<file path="config.mk">
export PLATFORM = sky130hd
export DESIGN_NAME = i2c_cmd_dispatcher
export DESIGN_NICKNAME = d
export VERILOG_FILES = /design/src/rtl/i2c_pkg.sv /design/src/rtl/i2c_cmd_fifo.sv /design/src/rtl/i2c_cmd_dispatcher.sv
export SDC_FILE = /design/constraint.sdc
export NUM_CORES = 1
export LEC_CHECK = 0
export CAP_MARGIN = 20
export CELL_PAD_IN_SITES_DETAIL_PLACEMENT = 2
export CELL_PAD_IN_SITES_GLOBAL_PLACEMENT = 2
export CORE_UTILIZATION = 45
export CTS_CLUSTER_SIZE = 28
export DETAILED_ROUTE_END_ITERATION = 6
export PLACE_DENSITY = 0.91
export SLEW_MARGIN = 20
export SYNTH_ARGS = -nofsm -noshare
export SYNTH_HDL_FRONTEND = slang
export SYNTH_SLANG_ARGS = --single-unit
</file>
<file path="constraint.sdc">
create_clock -name i2c_clock_in -period 5.29 [get_ports i2c_clock_in]
set_clock_uncertainty 0.1 [all_clocks]
set_input_delay 0.529 -clock i2c_clock_in [delete_from_list [all_inputs] [get_ports i2c_clock_in]]
set_output_delay 0.529 -clock i2c_clock_in [all_outputs]
set_load 0.05 [all_outputs]
</file>
<file path="src/rtl/i2c_pkg.sv">
// Shared types and command-word layout for the I2C command dispatcher.
package i2c_pkg;

   typedef enum logic [1:0] {
      D_IDLE   = 2'd0,
      D_LAUNCH = 2'd1,
      D_WAIT   = 2'd2
   } disp_state_t;

   localparam int   CMD_W        = 16;
   localparam int   CMD_DATA_LSB = 0;
   localparam int   CMD_ADDR_LSB = 8;
   localparam int   CMD_RW_BIT   = 15;
   localparam logic RW_READ      = 1'b1;

   function automatic logic [CMD_W-1:0] pack_cmd(input logic       rw,
                                                  input logic [6:0] addr,
                                                  input logic [7:0] data);
      return {rw, addr, data};
   endfunction

endpackage

</file>
<file path="src/rtl/i2c_cmd_fifo.sv">
// Synchronous command FIFO with registered occupancy and a sticky overflow flag.
module i2c_cmd_fifo
   import i2c_pkg::*;
#(
   parameter  int DEPTH = 8,
   localparam int PTR_W = $clog2(DEPTH)
) (
   input  logic             i2c_clock_in,
   input  logic             i2c_reset_n_in,
   input  logic             wr_en,
   input  logic [CMD_W-1:0] wr_data,
   input  logic             rd_en,
   output logic [CMD_W-1:0] rd_data,
   output logic             full,
   output logic             empty,
   output logic [PTR_W:0]   level,
   output logic             overflow
);

   localparam logic [PTR_W:0] FULL_CNT = DEPTH[PTR_W:0];

   logic [CMD_W-1:0] mem [DEPTH];
   logic [PTR_W-1:0] wr_ptr;
   logic [PTR_W-1:0] rd_ptr;
   logic [PTR_W:0]   count;
   logic             push;
   logic             pop;

   assign push    = wr_en && !full;
   assign pop     = rd_en && !empty;
   assign full    = (count == FULL_CNT);
   assign empty   = (count == '0);
   assign level   = count;
   assign rd_data = mem[rd_ptr];

   // Storage is not reset; a reset only discards entries by clearing the pointers.
   always_ff @(posedge i2c_clock_in) begin
      if (push) mem[wr_ptr] <= wr_data;
   end

   always_ff @(posedge i2c_clock_in or negedge i2c_reset_n_in) begin
      if (!i2c_reset_n_in) begin
         wr_ptr   <= '0;
         rd_ptr   <= '0;
         count    <= '0;
         overflow <= 1'b0;
      end else begin
         if (push) wr_ptr <= wr_ptr + 1'b1;
         if (pop)  rd_ptr <= rd_ptr + 1'b1;
         case ({push, pop})
            2'b10:   count <= count + 1'b1;
            2'b01:   count <= count - 1'b1;
            default: count <= count;
         endcase
         if (wr_en && full) overflow <= 1'b1;
      end
   end

endmodule

</file>
<file path="src/rtl/i2c_cmd_dispatcher.sv">
// Queues host I2C commands and issues them one at a time to the I2C master FSM.
//   state    | meaning
//   D_IDLE   | waiting for a queued command while the FSM reports ready
//   D_LAUNCH | enable high, waiting for the FSM to drop ready
//   D_WAIT   | transaction in flight, waiting for ready to return
module i2c_cmd_dispatcher
   import i2c_pkg::*;
#(
   parameter  int DEPTH = 8,
   localparam int PTR_W = $clog2(DEPTH)
) (
   input  logic             i2c_clock_in,
   input  logic             i2c_reset_n_in,
   input  logic             cmd_wr_en,
   input  logic             cmd_rw_in,
   input  logic [6:0]       cmd_addr_in,
   input  logic [7:0]       cmd_data_in,
   output logic             cmd_full,
   output logic             cmd_empty,
   output logic [PTR_W:0]   cmd_level,
   output logic             cmd_overflow,
   output logic             busy,
   output logic             enable,
   output logic             rw_bit,
   output logic [6:0]       fifo_to_fsm_addr_in,
   output logic [7:0]       fifo_to_fsm_data_in,
   input  logic             ready,
   input  logic [7:0]       i2c_master_data_out,
   output logic [7:0]       rd_data_out,
   output logic             rd_valid,
   input  logic             rd_ack,
   output logic             rd_overrun
);

   disp_state_t      state;
   disp_state_t      state_nxt;
   logic             launch;
   logic             capture;
   logic [CMD_W-1:0] head;

   i2c_cmd_fifo #(.DEPTH(DEPTH)) u_fifo (
      .i2c_clock_in   (i2c_clock_in),
      .i2c_reset_n_in (i2c_reset_n_in),
      .wr_en          (cmd_wr_en),
      .wr_data        (pack_cmd(cmd_rw_in, cmd_addr_in, cmd_data_in)),
      .rd_en          (launch),
      .rd_data        (head),
      .full           (cmd_full),
      .empty          (cmd_empty),
      .level          (cmd_level),
      .overflow       (cmd_overflow)
   );

   always_ff @(posedge i2c_clock_in or negedge i2c_reset_n_in) begin
      if (!i2c_reset_n_in) state <= D_IDLE;
      else                 state <= state_nxt;
   end

   always_comb begin
      state_nxt = state;
      launch    = 1'b0;
      capture   = 1'b0;
      case (state)
         D_IDLE: begin
            if (!cmd_empty && ready) begin
               launch    = 1'b1;
               state_nxt = D_LAUNCH;
            end
         end
         D_LAUNCH: begin
            if (!ready) state_nxt = D_WAIT;
         end
         D_WAIT: begin
            if (ready) begin
               capture   = (rw_bit == RW_READ);
               state_nxt = D_IDLE;
            end
         end
         default: state_nxt = D_IDLE;
      endcase
   end

   // enable is a decode of the state register, so an async reset drops it at once.
   assign enable = (state == D_LAUNCH);
   assign busy   = (state != D_IDLE);

   always_ff @(posedge i2c_clock_in or negedge i2c_reset_n_in) begin
      if (!i2c_reset_n_in) begin
         rw_bit              <= 1'b0;
         fifo_to_fsm_addr_in <= '0;
         fifo_to_fsm_data_in <= '0;
         rd_data_out         <= '0;
         rd_valid            <= 1'b0;
         rd_overrun          <= 1'b0;
      end else begin
         if (launch) begin
            rw_bit              <= head[CMD_RW_BIT];
            fifo_to_fsm_addr_in <= head[CMD_ADDR_LSB +: 7];
            fifo_to_fsm_data_in <= head[CMD_DATA_LSB +: 8];
         end
         // A capture beats a same-cycle acknowledge; that case is not an overrun.
         if (capture) begin
            rd_data_out <= i2c_master_data_out;
            rd_valid    <= 1'b1;
            if (rd_valid && !rd_ack) rd_overrun <= 1'b1;
         end else if (rd_ack) begin
            rd_valid <= 1'b0;
         end
      end
   end

endmodule
</file>
==> flow_metrics.env <==
export IMPL_finalMaxSlewViolations=0
export IMPL_layout_common_cells="edfxtp_1, clkdlybuf4s50_1, dfrtp_1"
export IMPL_place_ws_ns=2.04
export IMPL_synth_edf_count=128
export IMPL_num_rows=43
export IMPL_finalHoldViolCount=0
export IMPL_synth_distinct_cells=35
export IMPL_post_drt_wl_per_cell_um=25.1
export IMPL_ff2ff_setup_slack_ns=2.26
export IMPL_ys_ff_latch=167
export IMPL_wirelength_um=15100
export IMPL_multi_input_area_sq_um=1560
export IMPL_cts_resized=0
export IMPL_crit_required_ns=5.49
export IMPL_cts_setup_buffers=0
export IMPL_cts_tree="done"
export IMPL_mostFrequentLayoutCell="edfxtp_1"
export IMPL_cts_inserted_buffers=17
export IMPL_die_y_um=122
export IMPL_die_area_sq_um=14800
export IMPL_num_antenna_cells=0
export IMPL_clockRootBuffer="clkbuf_16"
export IMPL_grt_start_max_net_pins=40
export IMPL_synth_top_area_share_pct=59.8
export IMPL_synth_area_sq_um=6430
export IMPL_run_status="complete, no violations"
export IMPL_async_flop_share_pct=23.4
export IMPL_drive_above_1_share_pct=21.7
export IMPL_port_buffer_count=63
export IMPL_critPathArrivalTime_ns=3.22
export IMPL_avgSynthCellArea_sq_um=19.4
export IMPL_synthFlopType="edfxtp_1"
export IMPL_vdd_drop_max_mv=0.230
export IMPL_rr_worst_depth=11
export IMPL_syn_nets=366
export IMPL_clk_latency_ns=0.43
export IMPL_antenna_found_initial=0
export IMPL_cap_viol_max_count=0
export IMPL_start_util_pct=46.2
export IMPL_holdBufCountCts=0
export IMPL_regArea_sq_um=4820
export IMPL_cts_sinks=167
export IMPL_grt_pass1_vias=3735
export IMPL_cp_max_fo=35
export IMPL_dp_cells=567
export IMPL_io_pins=64
export IMPL_holdWs_ns=0.147
export IMPL_post_route_period_util_pct=57.2
export IMPL_finalCriticalPeriod_ns=3.03
export IMPL_placed_area_sq_um=7280
export IMPL_design_area_sq_um=7860
export IMPL_setup_viol=0
export IMPL_hp_class="in -> async"
export IMPL_worst_slack_ns=2.26
export IMPL_cp_start_kind="flip-flop"
export IMPL_grt_pass1_wl_um=22400
export IMPL_ys_seq_area_share_pct=74.9
export IMPL_maxClockFrequency_mhz=331
export IMPL_cts_htree_levels=4
export IMPL_drc=0
export IMPL_yosysTopAreaCell="edfxtp_1"
export IMPL_area_growth_pct=22.3
export IMPL_relSlewSlack_pct=37.1
export IMPL_fill_cells=1175
export IMPL_drt_pre_antenna_iters=6
export IMPL_synthCells=332
export IMPL_rsz0062_at_grt="false"
export IMPL_nets=441
export IMPL_r2r_start="u_fifo.level[0]$_DFFE_PN0P_"
export IMPL_die_w_um=122
export IMPL_vias_per_cell=5.51
export IMPL_yosys_warnings=0
export IMPL_power_density_nw_per_um2=610
export IMPL_cts_path_max_buffers=2
export IMPL_clkTransAtPathRegs_ns=0.06
export IMPL_tns_ns=0
export IMPL_netlist_top_cells_area="edfxtp_1, dfrtp_1, mux4_2, mux2i_1, nand2_1"
export IMPL_drt_iter0_drc=126
export IMPL_worstSetupPathType="reg -> reg"
export IMPL_grt_overflow=0
export IMPL_vias=3305
export IMPL_cp_end_kind="flip-flop"
export IMPL_gp_congestion=0.722
export IMPL_post_dp_hpwl_um=9080
export IMPL_grtUsageTotal_pct=22.0
export IMPL_max_slew_worst_pin_slew_ns=0.943
export IMPL_stdcell_count=600
export IMPL_core_sq_um=13900
export IMPL_r2r_end="u_fifo.level[2]$_DFFE_PN0P_"
export IMPL_p_leak_uw=0.00276
export IMPL_cp_startpoint="u_fifo.level[0]$_DFFE_PN0P_"
export IMPL_ant_nets=0
==> metrics by stage <==
| stage | util, % | power [uW] |
|---|---|---|
| final | 56.4 | 4800 |
| after global routing | 56.4 | 4990 |
| after CTS | 56.2 | 4840 |
| after detailed placement | 52.3 | 3650 |
| after global placement | 52.3 | 3520 |
| after floorplan | - | 3060 |
==> synthesized netlist by cell type, types with 3 or more instances <==
master,number
a21oi_1,3
buf_2,7
buf_4,5
dfrtp_1,39
edfxtp_1,128
ha_1,5
mux2_2,9
mux2i_1,16
mux4_2,32
nand2_1,28
nand2b_1,5
nor2_1,6
nor3_1,4
o21ai_0,5
o21ai_1,12
xnor2_1,7
xor2_1,3
==> report_power, final <==
| part | total (uW) | internal [uW] | switching (uW) |
|---|---|---|---|
| registers | 1930 | 1710 | 219 |
| logic | 1710 | 680 | 1030 |
| clock network | 1160 | 684 | 475 |
==> metal layers <==
layer / vias up / GRT usage [%] / part of all wire, % / wire (um)
met2: 84 / 39.4 / 56 / 8410
met4: 0 / 9.49 / 1.9 / 283
met3: 18 / 3.98 / 3.0 / 455
li1: 1451 / - / - / -
met5: - / 0 / 0 / 0
met1: 1752 / 25.8 / 39 / 5940
==> worst max path at each step <==
stage,endpoint,slack (ns),depth (start not counted)
floorplan,u_fifo.mem[0][0]$_DFFE_PP_,1.61,5
global placement,u_fifo.level[2]$_DFFE_PN0P_,2.23,12
detailed placement,u_fifo.level[2]$_DFFE_PN0P_,2.04,12
CTS,u_fifo.level[2]$_DFFE_PN0P_,2.24,11
global route,u_fifo.level[2]$_DFFE_PN0P_,2.08,11
finish,u_fifo.level[2]$_DFFE_PN0P_,2.26,11
==> critical path, cell delays in order (launching register included) <==
cell     delay [ns]
dfrtp_1        0.48
nor4_2         0.41
or3_1          0.17
buf_4          0.37
inv_2          0.12
ha_1           0.30
xor2_1         0.19
ha_1           0.22
a21oi_1        0.16
xor2_1         0.16
nor2_1         0.06
xor2_1         0.15
==> state kept, by name (all words and copies together), names as in the netlist, 2 cells and up <==
signal,cells
u_fifo.mem,128
fifo_to_fsm_data_in,8
rd_data_out,8
fifo_to_fsm_addr_in,7
u_fifo.level,4
u_fifo.rd_ptr,3
u_fifo.wr_ptr,3
state,2
==> final cells by class <==
cell class / count / area share [%]
Clock buffer: 20 / 5.55
Multi-Input combinational cell: 147 / 19.9
Timing Repair Buffer: 71 / 8.82
Clock inverter: 12 / 1.40
Tap cell: 180 / 2.86
Inverter: 3 / 0.143
Sequential cell: 167 / 61.3
==> kinds of logic after synthesis <==
| family | count (synthesis) | synth area share, % |
|---|---|---|
| xor+xnor | 10 | 1.36 |
| flops | 167 | 74.9 |
| compound gates | 23 | 1.89 |
| buf+inv | 18 | 1.60 |
| fa+ha+maj | 5 | 0.973 |
| mux | 57 | 15.3 |
| simple gates | 52 | 3.97 |
(Power assumes the default switching activity.)
